[src/rtl/power_sequencer.sv]
// power_sequencer: ordered rail power-up/down with per-rail pgood timeout and sticky fault capture.
// Define POWER_SEQUENCER_PGOOD_DEBOUNCE_EN to synchronize and debounce pgood_bus.
module power_sequencer #(
  parameter int NumConverters = 8,
  parameter int TimeoutCycles = 1000,
  parameter int StepDelayCycles = 16
) (
  input  logic        clock,
  input  logic        reset_n,
  input  logic        start,
  input  logic        stop,
  input  logic        clr_fault,
  input  logic        fault_in,
  input  logic [31:0] pgood_bus,
  output logic [31:0] en,
  output logic        busy,
  output logic        seq_done,
  output logic        seq_fault,
  output logic [4:0]  fault_rail,
  output logic [1:0]  fault_cause
);
  localparam logic [31:0] rail_mask = 32'((64'd1 << NumConverters) - 64'd1);
  localparam logic [4:0] last_rail = 5'(NumConverters - 1);
  localparam logic [15:0] timeout = 16'(TimeoutCycles);
  localparam logic [7:0] step = 8'(StepDelayCycles);
  typedef enum logic [2:0] {IDLE, PUP_EN, PUP_WAIT, PUP_DLY, ON, PDN, FAULT} state_t;
  state_t state, nxt;
  logic [31:0] pg, en_r;
  logic [15:0] timer;
  logic [7:0] dly;
  logic [4:0] idx, top, lost_rail;
  logic lost, ext, tmo, run;
`ifdef POWER_SEQUENCER_PGOOD_DEBOUNCE_EN
  logic [31:0] s1, s2, h0, h1, h2;
  // filtered bit moves only once the newest four synchronized samples agree
  always_ff @(posedge clock or negedge reset_n)
    if (!reset_n) begin
      {s1, s2, h0, h1, h2, pg} <= '0;
    end else begin
      s1 <= pgood_bus & rail_mask;
      s2 <= s1;
      h0 <= s2;
      h1 <= h0;
      h2 <= h1;
      pg <= (pg | (s2 & h0 & h1 & h2)) & (s2 | h0 | h1 | h2);
    end
`else
  assign pg = pgood_bus & rail_mask;
`endif
  assign en = en_r & rail_mask;
  always_comb begin
    run = state inside {PUP_EN, PUP_WAIT, PUP_DLY, ON};
    ext = fault_in && state != IDLE && state != FAULT;
    tmo = state == PUP_WAIT && timer == 16'd1;
    lost = 1'b0;
    lost_rail = '0;
    top = '0;
    // descending scan so the lowest failing rail is reported
    for (int i = NumConverters - 1; i >= 0; i--)
      if (!pg[i] && (state == ON || 5'(i) < idx)) begin
        lost = 1'b1;
        lost_rail = 5'(i);
      end
    for (int i = 0; i < NumConverters; i++)
      if (en_r[i]) top = 5'(i);
    case (state)
      IDLE:     nxt = start ? PUP_EN : IDLE;
      PUP_EN:   nxt = PUP_WAIT;
      PUP_WAIT: nxt = !pg[idx] ? PUP_WAIT : idx == last_rail ? ON : PUP_DLY;
      PUP_DLY:  nxt = dly == 8'd0 ? PUP_EN : PUP_DLY;
      ON:       nxt = ON;
      PDN:      nxt = dly == 8'd0 && idx == 5'd0 ? IDLE : PDN;
      FAULT:    nxt = clr_fault ? IDLE : FAULT;
      default:  nxt = IDLE;
    endcase
    if (run && stop) nxt = en_r == '0 ? IDLE : PDN;
    if ((run && lost) || tmo || ext) nxt = FAULT;
  end
  always_ff @(posedge clock or negedge reset_n)
    if (!reset_n) begin
      state <= IDLE;
      {en_r, timer, dly, idx} <= '0;
      {busy, seq_done, seq_fault, fault_rail, fault_cause} <= '0;
    end else begin
      state <= nxt;
      busy <= nxt inside {PUP_EN, PUP_WAIT, PUP_DLY, PDN};
      seq_done <= nxt == ON;
      seq_fault <= nxt == FAULT;
      timer <= timer - 16'(timer != 16'd0);
      dly <= dly - 8'(dly != 8'd0);
      if (nxt == FAULT && state != FAULT) begin
        en_r <= '0;
        fault_rail <= ext || tmo ? idx : lost_rail;
        fault_cause <= ext ? 2'b11 : tmo ? 2'b01 : 2'b10;
      end else if (run && stop) begin
        idx <= top;
        en_r[top] <= 1'b0;
        dly <= step - 8'd1;
      end else
        case (state)
          IDLE: idx <= '0;
          PUP_EN: begin
            en_r[idx] <= 1'b1;
            timer <= timeout;
          end
          PUP_WAIT: if (nxt == PUP_DLY) dly <= step;
          PUP_DLY: if (nxt == PUP_EN) idx <= idx + 5'd1;
          PDN: if (dly == 8'd0 && idx != 5'd0) begin
            idx <= idx - 5'd1;
            en_r[idx - 5'd1] <= 1'b0;
            dly <= step - 8'd1;
          end
          FAULT: if (clr_fault) {idx, fault_rail, fault_cause} <= '0;
          default: ;
        endcase
    end
endmodule

[config.mk]
export PLATFORM = sky130hd
export DESIGN_NAME = power_sequencer
export DESIGN_NICKNAME = d
export VERILOG_FILES = /design/src/rtl/power_sequencer.sv
export SDC_FILE = /design/constraint.sdc
export NUM_CORES = 1
export LEC_CHECK = 0
export CAP_MARGIN = 40
export CORE_MARGIN = 3
export CORE_UTILIZATION = 55
export DETAILED_ROUTE_END_ITERATION = 16
export PLACE_DENSITY = 0.86
export SETUP_SLACK_MARGIN = 0.2
export SLEW_MARGIN = 30
export SYNTH_ARGS = -nofsm -noshare
export SYNTH_HDL_FRONTEND = slang
export SYNTH_SLANG_ARGS = --single-unit
export TNS_END_PERCENT = 50
[constraint.sdc]
create_clock -name clock -period 2.8 [get_ports clock]
set_input_delay 0.42 -clock clock [delete_from_list [all_inputs] [get_ports clock]]
set_output_delay 0.42 -clock clock [all_outputs]
set_load 0.02 [all_outputs]
; ---- Yosys cells after proc, flatten, opt, wreduce, memory -nomap -nowiden
; Index checks and enable logic that the tools add are counted.
[totals]
elab_cells = 177
regBits = 74
[op_classes]
n_mux = 68
order_cmp = 14
bitwise_logic = 6
add_sub_neg = 4
n_eq_ne = 20
reduce_logical = 55
[op_table]
columns = op, n
row1 = $mux 32, 3
row2 = $mux 5, 19
row3 = $and 32x32->32, 2
row4 = $not 32->32, 2
row5 = $pmux 32 s2, 1
row6 = $mux 16, 3
row7 = $logic_not 32->1, 1
row8 = $mux 8, 4
row9 = $or 32x32->32, 1
row10 = $mux 3, 10
row11 = $pmux 3 s7, 1
row12 = $lt 3x5->1 const A, 4
row13 = $pmux 5 s4, 1
row14 = $logic_and 1x1->1, 19
row15 = $eq 3x3->1 const B, 6
row16 = $lt 5x6->1 const B, 3
row17 = $eq 16x1->1 const B, 1
row18 = $pmux 8 s2, 1
row19 = $reduce_bool 16->1, 1
row20 = $sub 16x1->16, 1
row21 = $demux 1 s5, 3
row22 = $ge 5x1->1 const B, 3
row23 = $mux 1, 14
row24 = $mux 2, 7
row25 = 27 further kinds, 56

; ---- Depth between registers and ports, before layout
[logic_depth]
depth_word = 20
mapped_depth = 11

; ---- Worst setup path after synthesis
; OpenSTA, ideal clock, no wires.
[synth_path]
path_type = reg2reg
start = register timer[4]
end = register timer[12]
synth_period_minus_slack_ps = 2584
setup_time_ps = 139
setup_slack_ps = 216
path_stages_with_launch = 11
n_path_buf = 0
t_arrival_ps = 2445
required_time_ps = 2661
path_cell_list = dfrtp_1 > or4_1 > and4bb_2 > nand3_1 > ha_1 > ha_1 > nor3b_1 > and3b_1 > nand2_1 > xor2_1 > nor2_1
[synth_between]
elab_chain_len = 8
word_cells_on_any_way = 12
[synth_lines]
columns = item, line
row1 = "start, declared", 29  ; logic [15:0] timer;
row2 = "start signal, assigned", 89  ; timer <= timer - 16'(timer != 16'd0);
row3 = "start signal, assigned", 104  ; timer <= timeout;
row4 = "parallel branches: the longest is 7 deep, another holds $sub 16x1->16", -
row5 = $mux 16 (*), 91  ; if (nxt == FAULT && state != FAULT) begin
; Every way passes the cells marked *.
; A chain may end at the register's enable or synchronous reset.

; ---- Final worst setup path
[layout_path]
start = register timer[10]
end = register timer[15]
; The elaborated chain is that of the path after synthesis.

==> results.sh <==
export IMPL_status="complete, no violations"
export IMPL_core_area_mm2=0.00881
export IMPL_die_height_um=102
export IMPL_syn_inst=596
export IMPL_first_iter_violations=573
export IMPL_tns_ns=0
export IMPL_antennaDiodeCount=0
export IMPL_yosysUniqueCellTypes=76
export IMPL_grt_ovfl_total=0
export IMPL_worst_slew_pin_transition_ns=0.724
export IMPL_gp_congestion=1.00
export IMPL_clk_pin_slew_ns=0.10
export IMPL_holdWs_ns=0.0637
export IMPL_htreeDepth=3
export IMPL_critical_path_class="flop to flop"
export IMPL_grt_pass1_wl_um=22800
export IMPL_ys_warn_count=0
export IMPL_min_period_over_period=0.921
export IMPL_finalWirelength_um=14400
export IMPL_cp_num_buf_inv=0
export IMPL_nets=690
export IMPL_dp_cells=737
export IMPL_ys_ff_latch=74
export IMPL_dp_hpwl_um=10300
export IMPL_route_detailed_drc=0
export IMPL_met2WireLength_um=6640
export IMPL_routedWlPerCell_um=19.0
export IMPL_cts_buffers=9
export IMPL_cp_required_ns=3.07
export IMPL_synth_async_reset_ratio=1.00
export IMPL_fmax_mhz=388
export IMPL_worst_path_max_fanout=5
export IMPL_first_pass_iters=6
export IMPL_synth_area_per_cell_um2=8.45
export IMPL_grt_start_max_net_pins=28
export IMPL_detail_route_antenna_nets=0
export IMPL_cts_path_max_buffers=2
export IMPL_yosys_most_used_dff="dfrtp_1"
export IMPL_antenna_found_initial=0
export IMPL_initial_core_util=0.572
export IMPL_rows=34
export IMPL_vias=4804
export IMPL_fin_skew_ns=0.0184
export IMPL_worstSetupEndpointType="flop"
export IMPL_path_cells="nor4_2 -> and4bb_2 -> nand3_2 -> ha_2 -> nand2_1 -> or2_2 -> or4_1 -> nor3b_1 -> xnor2_1 -> nor2_1"
export IMPL_synth_edf_count=0
export IMPL_period_needed_ns=2.58
export IMPL_syn_to_final_growth_pct=16.2
export IMPL_die_area_mm2=0.0103
export IMPL_final_cells=757
export IMPL_synth_area_mm2=0.00503
export IMPL_clkLatencyLatePin_ns=0.38
export IMPL_final_max_slew_viol_count=0
export IMPL_vdd_drop_max_v=0.000662
export IMPL_cts_root_buffer="clkbuf_8"
export IMPL_post_route_util=0.664
export IMPL_power_density_mw_per_mm2=1090
export IMPL_p_leak_nw=2.41
export IMPL_cp_start_kind="flop"
export IMPL_hold_class="primary input to asynchronous set/reset pin"
export IMPL_die_width_um=102
export IMPL_final_common_cell="dfrtp_1"
export IMPL_layout_common_cells="73 x dfrtp_1, 55 x nand2_1, 54 x nor2_1, 47 x o21ai_0, 39 x buf_4"
export IMPL_setup_viol=0
export IMPL_cp_arrival_ns=2.84
export IMPL_timing_critical_path_slowest_cell_delay_ns=0.47
export IMPL_top_level_ports=80
export IMPL_hold_viol_final=0
export IMPL_final_layout_size_suffix_gt1_frac=0.168
export IMPL_critPathTopFamily="simple AND/OR/NAND/NOR gates"
export IMPL_rsz0062_at_grt="yes"
export IMPL_grt_total_usage=0.281
export IMPL_cts_num_sinks=74
export IMPL_grt_pass1_vias=4504
export IMPL_m1WireLength_um=6140
export IMPL_postCtsHoldBufs=0
export IMPL_relSlewSlack=0.516
export IMPL_cp_slowest_cell="or4_1"
export IMPL_viasPerCell=6.35
export IMPL_topRoutingLayerUsed="met4"
export IMPL_cap_violations=0
export IMPL_cts_tree="yes"
export IMPL_synth_seq_area_share=0.368
export IMPL_wl_met3_um=1160
export IMPL_port_buffers=31
-- through the flow --
stage	power (W)	cell area [um^2]	worst slack, ns
2_1_floorplan	0.00400	5120	0.216
3_3_place_gp	0.00497	5480	0.0562
3_5_place_dp	0.00510	5480	0.00800
4_1_cts	0.00615	5740	0.191
5_1_grt	0.00676	5850	0.0717
6_report	0.00636	5850	0.223
-- flip-flops by register name (all words and copies together), names as in the netlist --
name and flops:
en_r 32, state 3, fault_cause 2, timer 16, idx 5, seq_done 1
dly 8, fault_rail 5, seq_fault 1, busy 1
-- timing repair --
| item | CTS | global route |
|---|---|---|
| setup buffers | 3 | 1 |
| cloned | 0 | 0 |
| endpoints found under the setup margin | 9 | 53 |
| resized for setup | 2 | 23 |
| pin swaps | 1 | 7 |
-- area by class of cell --
type / count / area (um^2)
fill: 693 / 2960
clock inverter: 7 / 108
multi-input combinational: 473 / 2970
inverter: 16 / 60.1
tap: 108 / 135
sequential: 74 / 1850
timing repair buffer: 70 / 598
clock buffer: 9 / 124
-- worst paths after layout --
kind | start | end | slack [ns] | cells past startpoint
setup / recovery | timer[10] | timer[15] | 0.22 | 10
min in group clock | fault_rail[2] | fault_rail[2] | 0.49 | 1
hold / removal | reset_n | timer[1] | 0.06 | 1
setup reg to reg | timer[10] | timer[15] | 0.22 | 10
max in group asynchronous | reset_n | en_r[2] | 1.94 | 2
hold reg to reg | fault_rail[2] | fault_rail[2] | 0.49 | 1
-- cell usage after synthesis (3+ instances only) --
cell type  count  area, um^2
nand2b_1      12        75.1
inv_1         16        60.1
buf_4         34         255
nand2_1       56         210
nor4_1        14        87.6
nand3_1       14        70.1
nor2_1        55         206
xor2_1         8        70.1
o21ai_1       24         120
nor3_1        20         100
dfrtp_1       74        1850
ha_1           8         100
a31oi_1       13        81.3
xnor2_1       15         131
or4_1          4        30.0
nor3_2         3        30.0
a22o_1         3        26.3
a22oi_1        5        37.5
mux2_2         4        45.0
mux2i_1        3        30.0
nor3b_1        5        37.5
buf_2          5        25.0
o21ai_0       47         235
and3_1         4        25.0
o2bb2ai_1      5        43.8
o21bai_1       3        22.5
a41oi_1        4        35.0
nor2_2         4        25.0
clkbuf_1      15        56.3
or2_2          5        31.3
and2_1         4        25.0
a21o_1         5        37.5
o22ai_1        4        25.0
a21oi_1       35         175
nor2b_1        7        43.8
nand4_1        6        37.5
-- per-layer routing --
metal	GRT usage	vias up
met2	0.427	264
met4	0.119	0
li1	-	2198
met3	0.0461	48
met5	0	-
met1	0.397	2294
-- cell families after synthesis --
family | after synthesis | share of synthesized area
and+or+nand+nor | 229 | 0.235
AOI/OAI and AO/OA | 180 | 0.234
DFF | 74 | 0.368
buffers and inverters | 72 | 0.0803
xor gates and xnor gates | 23 | 0.0400
muxes | 9 | 0.0216
adders and majority gates | 8 | 0.0199
other | 1 | 0.000745
-- worst register-to-register path, stage by stage, from the launching register on --
cell,delay [ns]
dfrtp_1,0.45
nor4_2,0.09
and4bb_2,0.26
nand3_2,0.08
ha_2,0.17
nand2_1,0.06
or2_2,0.33
or4_1,0.48
nor3b_1,0.34
xnor2_1,0.16
nor2_1,0.06
-- report_power, final --
part           switching (W)  leakage, nW  internal [W]
combinational        0.00234         1.35       0.00146
sequential          0.000240        0.947       0.00132
clock               0.000474        0.114      0.000520
Power figures use the tool's default switching activity.
